<file path="src/rtl/secp256k1_pkg.sv">
// Shared constants and types for the secp256k1 field sequencers.
package secp256k1_pkg;

  // Field prime P = 2^256 - 2^32 - 977
  localparam logic [255:0] P_CONST      = 256'hFFFFFFFF_FFFFFFFF_FFFFFFFF_FFFFFFFF_FFFFFFFF_FFFFFFFF_FFFFFFFE_FFFFFC2F;
  // Exponent for field inversion (Fermat)
  localparam logic [255:0] P_MINUS_2    = 256'hFFFFFFFF_FFFFFFFF_FFFFFFFF_FFFFFFFF_FFFFFFFF_FFFFFFFF_FFFFFFFE_FFFFFC2D;
  // Exponent for square root (P == 3 mod 4)
  localparam logic [255:0] P_PLUS1_DIV4 = 256'h3FFFFFFF_FFFFFFFF_FFFFFFFF_FFFFFFFF_FFFFFFFF_FFFFFFFF_FFFFFFFF_BFFFFF0C;
  // 2^256 mod P, used by the reduction units
  localparam logic [255:0] K_VAL        = 256'h00000000_00000000_00000000_00000000_00000000_00000000_00000001_000003D1;

  // Exponent bit index width
  localparam int IDX_W = 8;

  typedef enum logic [2:0] {
    IDLE,
    SQ_REQ,
    SQ_WAIT,
    MUL_REQ,
    MUL_WAIT,
    FINISH
  } pow_state_t;

endpackage

</file>
<file path="src/rtl/mod_pow_ctrl_secp256k1.sv">
// Left-to-right square-and-multiply sequencer: Z = A^EXP mod P.
// Drives an external squarer and multiplier over start/done handshakes.
import secp256k1_pkg::*;

module mod_pow_ctrl_secp256k1 #(
  parameter logic [255:0] EXP      = P_MINUS_2,
  parameter int           EXP_BITS = 256
) (
  input  logic         clk,
  input  logic         rst_n,
  input  logic         start,
  input  logic [255:0] A,
  output logic [255:0] Z,
  output logic         done,
  output logic         busy,
  output logic         zero_err,
  output logic         sq_start,
  output logic [255:0] sq_a,
  input  logic [255:0] sq_z,
  input  logic         sq_done,
  output logic         mul_start,
  output logic [255:0] mul_a,
  output logic [255:0] mul_b,
  input  logic [255:0] mul_z,
  input  logic         mul_done
);

  // Exponent must be normalised: its top significant bit is the implicit initial acc=A.
  if (EXP_BITS < 1 || EXP_BITS > 256) begin : g_bits_range
    $error("EXP_BITS must be in 1..256");
  end else if (EXP[EXP_BITS-1] !== 1'b1) begin : g_bits_msb
    $error("EXP[EXP_BITS-1] must be 1");
  end

  localparam logic [IDX_W-1:0] IDX_INIT = (EXP_BITS >= 2) ? IDX_W'(EXP_BITS - 2) : '0;
  localparam bit               ONE_BIT  = (EXP_BITS == 1);

  pow_state_t       state, state_d;
  logic [255:0]     acc, base;
  logic [IDX_W-1:0] idx;
  logic             exp_bit, idx_zero, accept;

  assign exp_bit  = EXP[idx];
  assign idx_zero = (idx == '0);

  // Operands come straight from flops, so they stay put for the whole sub-unit call.
  assign sq_a  = acc;
  assign mul_a = acc;
  assign mul_b = base;

  // State register
  always_ff @(posedge clk) begin
    if (!rst_n) state <= IDLE;
    else        state <= state_d;
  end

  // Next-state and sub-unit request strobes
  always_comb begin
    state_d   = state;
    sq_start  = 1'b0;
    mul_start = 1'b0;
    accept    = 1'b0;
    unique case (state)
      IDLE: begin
        if (start) begin
          accept  = 1'b1;
          state_d = (A == '0 || ONE_BIT) ? FINISH : SQ_REQ;
        end
      end
      SQ_REQ: begin
        sq_start = 1'b1;
        state_d  = SQ_WAIT;
      end
      SQ_WAIT: begin
        if (sq_done) begin
          if (exp_bit)       state_d = MUL_REQ;
          else if (idx_zero) state_d = FINISH;
          else               state_d = SQ_REQ;
        end
      end
      MUL_REQ: begin
        mul_start = 1'b1;
        state_d   = MUL_WAIT;
      end
      MUL_WAIT: begin
        if (mul_done) state_d = idx_zero ? FINISH : SQ_REQ;
      end
      FINISH: state_d = IDLE;
      default: state_d = IDLE;
    endcase
  end

  // Accumulator, captured base, bit index and result/status registers
  always_ff @(posedge clk) begin
    if (!rst_n) begin
      acc      <= '0;
      base     <= '0;
      idx      <= '0;
      Z        <= '0;
      done     <= 1'b0;
      busy     <= 1'b0;
      zero_err <= 1'b0;
    end else begin
      done <= 1'b0;
      unique case (state)
        IDLE: begin
          if (accept) begin
            base     <= A;
            acc      <= A;
            idx      <= IDX_INIT;
            zero_err <= 1'b0;
            busy     <= 1'b1;
          end
        end
        SQ_WAIT: begin
          if (sq_done) begin
            acc <= sq_z;
            // Index only moves on when this bit needs no multiply.
            if (!exp_bit && !idx_zero) idx <= idx - 1'b1;
          end
        end
        MUL_WAIT: begin
          if (mul_done) begin
            acc <= mul_z;
            if (!idx_zero) idx <= idx - 1'b1;
          end
        end
        FINISH: begin
          Z        <= (base == '0) ? '0 : acc;
          zero_err <= (base == '0);
          done     <= 1'b1;
          busy     <= 1'b0;
        end
        default: ;
      endcase
    end
  end

endmodule

</file>
<file path="config.mk">
export PLATFORM = sky130hd
export DESIGN_NAME = mod_pow_ctrl_secp256k1
export DESIGN_NICKNAME = d
export VERILOG_FILES = /design/src/rtl/secp256k1_pkg.sv /design/src/rtl/mod_pow_ctrl_secp256k1.sv
export SDC_FILE = /design/constraint.sdc
export NUM_CORES = 2
export LEC_CHECK = 0
export ABC_AREA = 1
export BUFFER_PORTS_ARGS = -buffer_cell sky130_fd_sc_hd__buf_2
export CAP_MARGIN = 20
export CORE_AREA = 2 2 704 706
export CTS_CLUSTER_SIZE = 14
export DETAILED_ROUTE_END_ITERATION = 6
export DIE_AREA = 0 0 706 708
export GPL_TIMING_DRIVEN = 1
export PLACE_DENSITY = 0.3
export SYNTH_ARGS = -nofsm -noshare
export SYNTH_HDL_FRONTEND = slang
export SYNTH_SLANG_ARGS = --single-unit
export TNS_END_PERCENT = 20
</file>
<file path="constraint.sdc">
create_clock -name clk -period 3.8 [get_ports clk]
set_input_delay 0.38 -clock clk [delete_from_list [all_inputs] [get_ports clk]]
set_output_delay 0.38 -clock clk [all_outputs]
set_load 0.05 [all_outputs]
</file>
==> impl_results.md <==
* Status: completed
* Worst Path Required at 4.58 ns
* Asr flop ratio synth at 0%
* Fin crit share at 87.7%
* Hold Path End: mul_a[167]
* Initial core utilization at 7.51%
* Worst min path class: primary input to register
* CP max stage delay at 0.77 ns
* Final antenna-violating net count at 0
* Chip height at 708 um
* Clk sinks at 783
* CTS HTree Levels at 3
* Largest cells by area after synthesis: dfxtp_1, nand2_1, inv_1, o21ai_0, a21oi_1
* Synth Net Count at 6,106
* Die Footprint at 0.500 mm2
* First-pass GRT wire length at 537,000 um
* Seq/Total Area, Yosys at 42.4%
* Reg clk slew, reported paths at 0.06 ns
* Setup bufs post-CTS at 0
* Netlist cell types at 34
* Fillers at 57,634
* Final net count at 8,236
* Worst skew pair latency at 0.91 ns
* IO Port Bufs at 1,801
* Placed instance area at 0.0523 mm2
* RSZ-0062 raised after global routing: yes
* Clock Path Buffers at 4
* Hold depth at 5
* Die X at 706 um
* Hold Slack at 0.0501 ns
* Slew margin rel. at 33.7%
* Final setup fails at 0
* WL per Instance at 30.6 um
* CP cell instances: inv_1 -> nand4_1 -> nor4_4 -> buf_4 -> nand3_1 -> nor2_2 -> nand2_4 -> buf_12 -> buf_4 -> nand2_1 -> nand2_1
* Crit start category: register
* Root buf cell: clkbuf_16
* Fin. Hold Viols at 0
* Start point of the worst hold path: sq_z[167]
* Peak VDD IR at 0.412 mV
* Initial antenna violation count at 234
* FP Rows at 258
* Worst Path Max Fanout at 46
* Share of post-route cells with drive strength above 1 at 29.0%
* Via density at 3.31
* Total wire length at 433,000 um
* Drc violations at 0
* IO Count at 1,802
* Max_cap viols at 0
* Ys Warns at 0
* Synthesized area at 0.0370 mm2
* Lkg Pwr at 0.0280 uW
* Synth Instances at 5,331
* Worst Reg-to-Reg Cells at 11
* Core Util, Final at 12.9%
* Final min period at 3.33 ns
* Final GP Congestion at 0.965
* Post-route non-filler standard cell count at 14,152
* Area added between synthesis and finish at 71.5%
* Worst Path Arrival at 4.11 ns
* Critical Path Sink Type: register
* Number of DRC markers after the initial detailed-route iteration at 3,179
* Slowest cell on crit path: nor4_4
* Worst R2R End: Z[160]
* Number of global-route vias before repair at 46,483
* GRT Overall Usage at 16.5%
* Most frequent cells in the layout: buf_2, nand2_1, dfxtp_1
* Placed cells at 13,171
* Core area at 0.492 mm2
* EDFF count, synth at 0
* Congestion Overflow GR at 0
* Layout Skew at 0.0729 ns
* PD cells at 599 mW/mm2
* Post-synthesis register bit count at 783
* Leading cell type in the layout, fill and taps excluded: buf_2
* Worst-Margin Slew at 0.987 ns
* Final HPWL DP at 369,000 um
* R2R setup slack at 0.47 ns
* Dominant cell type by area after synthesis: dfxtp_1
* Setup CP Type: register to register
* Synth top area share at 42.4%
* CTS tree: done
* Mapped Avg Cell Area at 6.93 um2
* Inserted Clock Buffers at 121
* 1st-pass router iterations at 5
* Fin. max-slew vios at 0
* Via count at 46,881
* Synth Flop Type: dfxtp_1
* Largest net degree at the start of global routing at 161
* Final Cell Area at 0.0634 mm2
* FF-to-FF Start: mul_b[78]
* Max Clock Freq at 0.300 GHz
==> synth_stat cells (4+ instances only) <==
library cell and count:
clkbuf_2 11, o21ai_1 21, o211ai_1 207, nand3_1 308
buf_2 120, nand4_1 78, buf_1 11, nor3_1 5
inv_1 745, o21ai_0 498, clkbuf_1 219, xor2_1 4
buf_4 258, nand2_1 1136, a21oi_1 467, buf_6 5
dfxtp_1 783, nor4_1 34, nor2_1 348, a41oi_1 49
nand2_2 5
==> worst max-delay path by stage <==
stage | from | end | slack (ns) | depth (start not counted)
final | mul_b[78] | Z[160] | 0.47 | 11
after global routing | mul_b[78] | Z[176] | -0.007 | 11
after CTS | mul_b[78] | Z[95] | 0.03 | 11
after detailed placement | mul_b[78] | Z[115] | -0.22 | 11
after global placement | mul_b[78] | Z[119] | -0.82 | 11
after floorplan | state[2] | state[2] | 1.71 | 7
==> final cells by class <==
type                       count  area (um2)  area share (%)
multi-input combinational   3174       15100            23.7
sequential                   783       15700            24.7
tap                         6500        8130            12.8
antenna                       96         240           0.379
timing repair buffer        2631       17300            27.3
clock inverter                56         752            1.19
inverter                     750        2850            4.50
clock buffer                 162        3380            5.33
==> routing by layer <==
metal	track usage, %	wire, um
met4	4.41	12600
met5	0	912
met1	19.7	177000
met2	26.3	193000
met3	8.13	49400
==> worst max-delay path: cells and delay by family (launching register included) <==
family                 cells  cell delay, ns
and+or+nand+nor            7            1.92
DFF                        1            0.31
buffers and inverters      4            0.86
==> where the power goes <==
part	switching [uW]	total, uW	internal (uW)	leakage (uW)
combinational	11900	15100	3270	0.0196
clock	5070	12300	7180	0.00201
sequential	1390	10600	9200	0.00644
==> through the flow <==
stage / power, uW / setup slack [ns] / TNS [ns]
after detailed placement: 25200 / -0.217 / -19.26
after global placement: 25200 / -0.821 / -171.74
after CTS: 38700 / 0.0256 / 0
after global routing: 39600 / -0.00658 / -0.0130
final: 38000 / 0.466 / 0
after floorplan: 18900 / 1.71 / 0
==> sequential cells by signal (all words and copies together) (netlist names) <==
name / flops
state: 3
Z: 256
done: 1
zero_err: 1
busy: 1
exp_bit: 1
mul_a: 256
idx: 8
mul_b: 256
==> kinds of logic (layout without fill, tap and decap cells) <==
family | Yosys count | after routing | share of synthesized area, %
buffers and inverters | 1374 | 3599 | 17.1
flip-flops | 783 | 783 | 42.4
AO/OA/AOI/OAI | 1243 | 1243 | 18.7
XOR/XNOR | 5 | 5 | 0.118
AND/OR/NAND/NOR | 1924 | 1924 | 21.6
adder cells (fa/ha/maj) | 2 | 2 | 0.0677
other | 0 | 96 | 0
==> repair_timing <==
item | in CTS | in global routing
gates cloned | 0 | 0
pin swaps | 2 | 2
hold endpoints to repair | 482 | 0
endpoints found under the setup margin | 217 | 68
gates resized for setup | 2 | 4
hold buffers | 667 | 0
Note: power is estimated with default switching activity, not from simulation.
